`src/rtl/mo_to_std_pkg.sv`:
```
// Shared Kyber parameters used by the Montgomery-to-standard converter and the
// Barrett reduction pipeline.
package mo_to_std_pkg;

  localparam int unsigned DATA_WIDTH        = 12;
  localparam int unsigned Q                 = 3329;
  localparam int unsigned MO_R_LOG          = 12;
  localparam int unsigned BARRETT_M         = 20642678;  // floor(2^36 / Q)
  localparam int unsigned BARRETT_M_WIDTH   = 25;
  localparam int unsigned BARRETT_SHIFT     = 36;
  localparam int unsigned MO_TO_STD_LATENCY = 4;

  typedef logic signed [DATA_WIDTH-1:0] coef_t;

endpackage

```
`src/rtl/barrett_reduce.sv`:
```
// Three-stage Barrett reduction of an unsigned input modulo Modulus.
// Stage enables come from the caller, which owns the valid/ready chain.
// Centered = 1 maps results above Modulus/2 to the negative representative.
module barrett_reduce import mo_to_std_pkg::*; #(
  parameter int unsigned InWidth  = DATA_WIDTH + MO_R_LOG,
  parameter int unsigned OutWidth = DATA_WIDTH,
  parameter int unsigned Modulus  = Q,
  parameter int unsigned BarrettM = BARRETT_M,
  parameter int unsigned MWidth   = BARRETT_M_WIDTH,
  parameter int unsigned Shift    = BARRETT_SHIFT,
  parameter bit          Centered = 1'b0
) (
  input  logic                clk,
  input  logic                rst,
  input  logic                en_s2,
  input  logic                en_s3,
  input  logic                en_s4,
  input  logic [InWidth-1:0]  a,
  output logic [OutWidth-1:0] res
);

  localparam int unsigned ProdWidth = InWidth + MWidth;
  localparam int unsigned QhWidth   = ProdWidth - Shift;
  // Remainder before correction lies in [0, 2*Modulus-1].
  localparam int unsigned RWidth    = OutWidth + 2;

  logic [ProdWidth-1:0] prod;
  logic [QhWidth-1:0]   qh_d, qh_q;
  logic [InWidth-1:0]   p_q, qq, r_full;
  logic [RWidth-1:0]    r_d, r_q, corr;
  logic [OutWidth-1:0]  res_d, res_q;

  // S2: quotient estimate; it undershoots the true quotient by at most one.
  always_comb begin
    prod = ProdWidth'(a) * ProdWidth'(BarrettM);
    qh_d = QhWidth'(prod >> Shift);
  end

  // S3: remainder against the estimated quotient; upper bits are zero by construction.
  always_comb begin
    qq     = InWidth'(qh_q) * InWidth'(Modulus);
    r_full = p_q - qq;
    r_d    = RWidth'(r_full);
  end

  // S4: single conditional subtraction, then optional recentering.
  always_comb begin
    corr  = (r_q >= RWidth'(Modulus)) ? r_q - RWidth'(Modulus) : r_q;
    res_d = OutWidth'(corr);
    if (Centered && (corr > RWidth'(Modulus / 2))) begin
      res_d = OutWidth'(corr - RWidth'(Modulus));
    end
  end

  // Stage registers, each loading only when its stage loads.
  always_ff @(posedge clk or posedge rst) begin
    if (rst) begin
      p_q   <= '0;
      qh_q  <= '0;
      r_q   <= '0;
      res_q <= '0;
    end else begin
      if (en_s2) begin
        p_q  <= a;
        qh_q <= qh_d;
      end
      if (en_s3) begin
        r_q <= r_d;
      end
      if (en_s4) begin
        res_q <= res_d;
      end
    end
  end

  assign res = res_q;

endmodule

```
`src/rtl/mo_to_std.sv`:
```
// Elastic 4-stage converter from the Montgomery domain to the standard domain:
// out = in * 2^12 mod Q. Valid/ready on both sides, bubbles collapse.
// Optional macro MO_CENTERED_OUT_EN: output is signed in [-(Q-1)/2, (Q-1)/2].
module mo_to_std #(
  parameter int unsigned DATA_WIDTH = mo_to_std_pkg::DATA_WIDTH,
  parameter int unsigned Q          = mo_to_std_pkg::Q
) (
  input  logic                         clk,
  input  logic                         rst,
  input  logic signed [DATA_WIDTH-1:0] in_data,
  input  logic                         in_valid,
  output logic                         in_ready,
`ifdef MO_CENTERED_OUT_EN
  output logic signed [DATA_WIDTH-1:0] out_data,
`else
  output logic        [DATA_WIDTH-1:0] out_data,
`endif
  output logic                         out_valid,
  input  logic                         out_ready
);

  import mo_to_std_pkg::*;

  localparam int unsigned Stages = MO_TO_STD_LATENCY;
  localparam int unsigned PWidth = DATA_WIDTH + MO_R_LOG;
`ifdef MO_CENTERED_OUT_EN
  localparam bit CenteredOut = 1'b1;
`else
  localparam bit CenteredOut = 1'b0;
`endif

  // Index 0 is stage 1 (normalize), index Stages-1 is the output stage.
  logic [Stages-1:0]     v_d, v_q, ld;
  logic [DATA_WIDTH:0]   in_ext, t_full;
  logic [DATA_WIDTH-1:0] t_d, t_q;
  logic [PWidth-1:0]     p;
  logic [DATA_WIDTH-1:0] res;

  // Backward ready: a stage loads when empty or when its successor loads.
  always_comb begin
    ld[Stages-1] = ~v_q[Stages-1] | out_ready;
    for (int i = Stages - 2; i >= 0; i--) begin
      ld[i] = ~v_q[i] | ld[i+1];
    end
  end

  assign in_ready = ld[0];

  // Valid bits shift forward wherever the receiving stage loads.
  always_comb begin
    v_d = v_q;
    if (ld[0]) begin
      v_d[0] = in_valid;
    end
    for (int i = 1; i < Stages; i++) begin
      if (ld[i]) begin
        v_d[i] = v_q[i-1];
      end
    end
  end

  // Valid chain register; reset empties the pipe immediately.
  always_ff @(posedge clk or posedge rst) begin
    if (rst) begin
      v_q <= '0;
    end else begin
      v_q <= v_d;
    end
  end

  // S1: fold the centered input into [0, Q-1].
  always_comb begin
    in_ext = {in_data[DATA_WIDTH-1], in_data};
    t_full = in_data[DATA_WIDTH-1] ? in_ext + (DATA_WIDTH + 1)'(Q) : in_ext;
    t_d    = DATA_WIDTH'(t_full);
  end

  // S1 data register.
  always_ff @(posedge clk or posedge rst) begin
    if (rst) begin
      t_q <= '0;
    end else if (ld[0]) begin
      t_q <= t_d;
    end
  end

  // Multiplying by R is a plain shift of the normalized value.
  assign p = {t_q, {MO_R_LOG{1'b0}}};

  barrett_reduce #(
    .InWidth  (PWidth),
    .OutWidth (DATA_WIDTH),
    .Modulus  (Q),
    .Centered (CenteredOut)
  ) u_barrett (
    .clk   (clk),
    .rst   (rst),
    .en_s2 (ld[1]),
    .en_s3 (ld[2]),
    .en_s4 (ld[3]),
    .a     (p),
    .res   (res)
  );

  assign out_data  = res;
  assign out_valid = v_q[Stages-1];

endmodule

```
`config.mk`:
```
export PLATFORM = sky130hd
export DESIGN_NAME = mo_to_std
export DESIGN_NICKNAME = d
export VERILOG_FILES = /design/src/rtl/mo_to_std_pkg.sv /design/src/rtl/barrett_reduce.sv /design/src/rtl/mo_to_std.sv
export SDC_FILE = /design/constraint.sdc
export NUM_CORES = 1
export LEC_CHECK = 0
export ABC_AREA = 1
export BUFFER_PORTS_ARGS = -buffer_cell sky130_fd_sc_hd__buf_2
export CELL_PAD_IN_SITES_DETAIL_PLACEMENT = 1
export CELL_PAD_IN_SITES_GLOBAL_PLACEMENT = 1
export CORE_MARGIN = 8
export CORE_UTILIZATION = 40
export CTS_BUF_LIST = sky130_fd_sc_hd__clkbuf_8
export DETAILED_ROUTE_END_ITERATION = 6
export PLACE_DENSITY_LB_ADDON = 0.2
export SYNTH_ARGS = -nofsm -noshare
export SYNTH_HDL_FRONTEND = slang
export SYNTH_HIERARCHICAL = 1
export SYNTH_SLANG_ARGS = --single-unit
```
`constraint.sdc`:
```
create_clock -name clk -period 7 [get_ports clk]
set_input_delay 0 -clock clk [delete_from_list [all_inputs] [get_ports clk]]
set_output_delay 0 -clock clk [all_outputs]
set_load 0.02 [all_outputs]
```
==> flow_metrics.py <==
metrics = {
    "setup_path": {
        "path_common_cell": "nand2_1",
        "critPathCaptureType": "register",
        "worst-setup-path-type": "reg -> reg",
        "critical_path_peak_fanout": 6,
        "startpoint_type": "register",
        "cp_slowest_stage_delay_ns": 0.62,
        "worst_ep_arrival_time_ns": 6.62,
        "critical_path.cell_chain": "inv_1, fa_1, fa_1, fa_1, inv_1, fa_1, fa_1, fa_1, inv_1, fa_1, inv_1, ha_1, nand2_1, nor2_1, nand2_1, o21bai_1, nand2_1, nand2_1, nand3_1, nand2_1, nand2_1, nand2_1, nand2_1",
        "required_ns": 7.30,
        "slowest_stage": "fa_1",
    },
    "flow_run": {
        "maxCapViolCount": 0,
    },
    "finish": {
        "layout-drive-gt1-share_pct": 3.57,
        "diodes": 0,
        "nNetsFinal": 2690,
        "finalNonFillerCells": 2660,
        "layout-area-overhead-vs-synth_pct": 8.86,
        "finalInstanceArea_sq_um": 18100,
    },
    "grt": {
        "grt_pass1_wl_um": 77900,
        "grt_use_met3_pct": 2.48,
        "antenna_violations_before_repair": 0,
        "grt_use_total_pct": 20.9,
        "grt_pass1_vias": 14764,
        "grt_use_met2_pct": 37.8,
        "routing_usage_on_met1_pct": 25.6,
        "grt_start_max_net_pins": 54,
        "top_usage_layer": "met2",
        "grt.overflow.total": 0,
    },
    "routing": {
        "detail_route.wirelength_um": 47600,
        "via_count": 12734,
        "via_per_inst": 4.79,
        "detail_route.drc_violations": 0,
        "drt.antenna.violating_nets": 0,
        "dr.pass1.iters": 4,
        "routedWlPerCell_um": 17.9,
        "detail_route.iter0.violations": 472,
    },
    "die": {
        "design.die.area_sq_um": 48300,
        "dieHeight_um": 220,
        "row_count": 74,
        "num_io_pins": 30,
        "die_w_um": 220,
        "core_area_sq_um": 40900,
        "starting_density_of_the_core_pct": 40.6,
    },
    "cts": {
        "cts.repair.resized": 0,
        "cts.repair_timing.setup_buffer_count": 0,
        "clkSinkCount": 69,
        "clockBufferDepth": 2,
        "clk-insertion-delay-late_ns": 0.37,
        "clock_tree.htree_level_count": 3,
        "cts_bufs_inserted": 9,
        "root_buffer": "clkbuf_8",
        "clock_tree_from_tritoncts": "built",
        "clkTransAtPathRegs_ns": 0.09,
    },
    "logic_synthesis": {
        "synth.yosys.warnings": 6,
        "synthesis.area_sq_um": 16600,
        "syn-instance-count": 1978,
        "synth_top_area_cell": "fa_1",
        "ys_async_sr_fraction_pct": 100,
        "netlist_top_cells_area": "fa_1 (34%), ha_1 (20%), inv_1 (13%)",
        "dominantRegCellSynth": "dfrtp_1",
        "number_of_enable_type_register_cells_in_the_synthesized_netlist": 0,
        "ys_types": 45,
        "leading_cell_type_by_number_of_instances_after_synthesis": "inv_1",
        "synth-seq-area-share_pct": 10.4,
        "ys_top_cells_by_count": "inv_1 (580), nand2_1 (352), fa_1 (285), ha_1 (266), nor2_1 (92)",
        "synth_area_per_cell_sq_um": 8.40,
        "ys_seq_elements": 69,
        "synth_top_area_share_pct": 34.3,
    },
    "sta": {
        "slew_viol_final": 0,
        "tightestPinTransition_ns": 0.728,
        "slew-limit-headroom_pct": 51.4,
        "fmax_mhz": 158,
        "layout_worst_path_cycle_share_pct": 90.3,
        "period_minus_slack_ns": 6.32,
        "final.setup.tns_ns": 0,
        "timing_hold_violations_final": 0,
        "setup_violations": 0,
        "skew_ns": 0.0134,
        "rsz0062_at_grt": "no",
    },
    "placement": {
        "place.gp.congestion": 0.942,
        "place.port_buffers": 29,
        "postPlaceCellArea_sq_um": 17800,
        "placed_cells_incl_taps": 2632,
        "hpwlAfterDp_um": 43400,
    },
    "hold_path": {
        "worst_hold_path_type": "in -> reg",
    },
    "run_status": {
        "outcome": "finished, final reports clean",
    },
}
-- worst max-delay path, delay by kind of cell (launching register included) --
kind	cells	cell delay (ns)
buffers and inverters	4	0.36
flip-flops	1	0.55
AND/OR/NAND/NOR	10	1.03
adder cells (fa/ha/maj)	8	4.12
AO/OA/AOI/OAI	1	0.18
-- metrics by stage --
stage / util, % / setup slack (ns) / hold slack (ns)
2_1_floorplan: - / 1.53 / -0.0863
6_report: 44.2 / 0.678 / 0.0235
4_1_cts: 44.2 / 0.685 / 0.00150
3_5_place_dp: 43.4 / 0.695 / 0.144
3_3_place_gp: 43.4 / 0.752 / 0.128
5_1_grt: 44.2 / 0.373 / 0.0320
-- logic make-up after synthesis --
group / after synthesis / share of synthesized area (%)
flip-flops: 69 / 10.4
other: 1 / 0.0226
adder cells (fa/ha/maj): 551 / 54.3
XOR/XNOR: 32 / 1.69
buffers and inverters: 594 / 13.6
AO/OA/AOI/OAI: 166 / 5.40
AND/OR/NAND/NOR: 565 / 14.6
-- final timing paths --
check                                     to  slack [ns]              start  depth (start not counted)
setup / recovery           u_barrett/qh_q[9]        0.68             t_q[6]                         23
hold / removal                        t_q[1]        0.02        in_data[11]                          3
setup reg to reg           u_barrett/qh_q[9]        0.68             t_q[6]                         23
hold reg to reg            u_barrett/r_q[13]        0.48  u_barrett/r_q[13]                          2
max in group asynchronous  u_barrett/r_q[12]        6.13                rst                          4
min in group asynchronous             t_q[6]        0.28                rst                          3
-- cell usage in the layout, fill, tap and decap left out, drive strengths merged, types with 4 or more instances in the layout --
cell type,n
fa,285
nor3,16
a21o,4
nand3,61
conb,102
a21oi,66
nand4,24
o21bai,11
xnor2,15
o21ai,71
buf,32
a31oi,9
clkbuf,10
nor2,102
nand2,352
dfrtp,69
ha,266
inv,583
xor2,17
dlygate4sd3,12
or2,4
-- flip-flops by register name, summed over array words and instances (netlist names) --
| register | count |
|---|---|
| v_q | 4 |
| t_q | 12 |
| u_barrett/res | 12 |
| u_barrett/r_q | 14 |
| u_barrett/p_q | 14 |
| u_barrett/qh_q | 13 |
-- metal layers --
metal	wire, um	share of wire, %	vias to the layer above
met3	1180	2.5	74
li1	-	-	6122
met4	1600	3.4	0
met5	0	0	-
met2	24000	50	153
met1	20900	44	6385
-- layout make-up --
type	instances	area (sq um)
clock buffers	10	138
clock inverters	6	70.1
fillers	5011	22800
inverters	583	2190
multi-input cells	1416	13000
flip-flops and latches	69	1730
well taps	532	666
repair buffers	44	288
-- repair_timing --
item                                    CTS  global route
endpoints found under the hold margin    81             0
hold buffers                             12             0
endpoints found under the setup margin    0             0
Power is left out: the tool's default activity adds up to more than one toggle a clock period on the data nets, which glitch-free logic cannot reach.
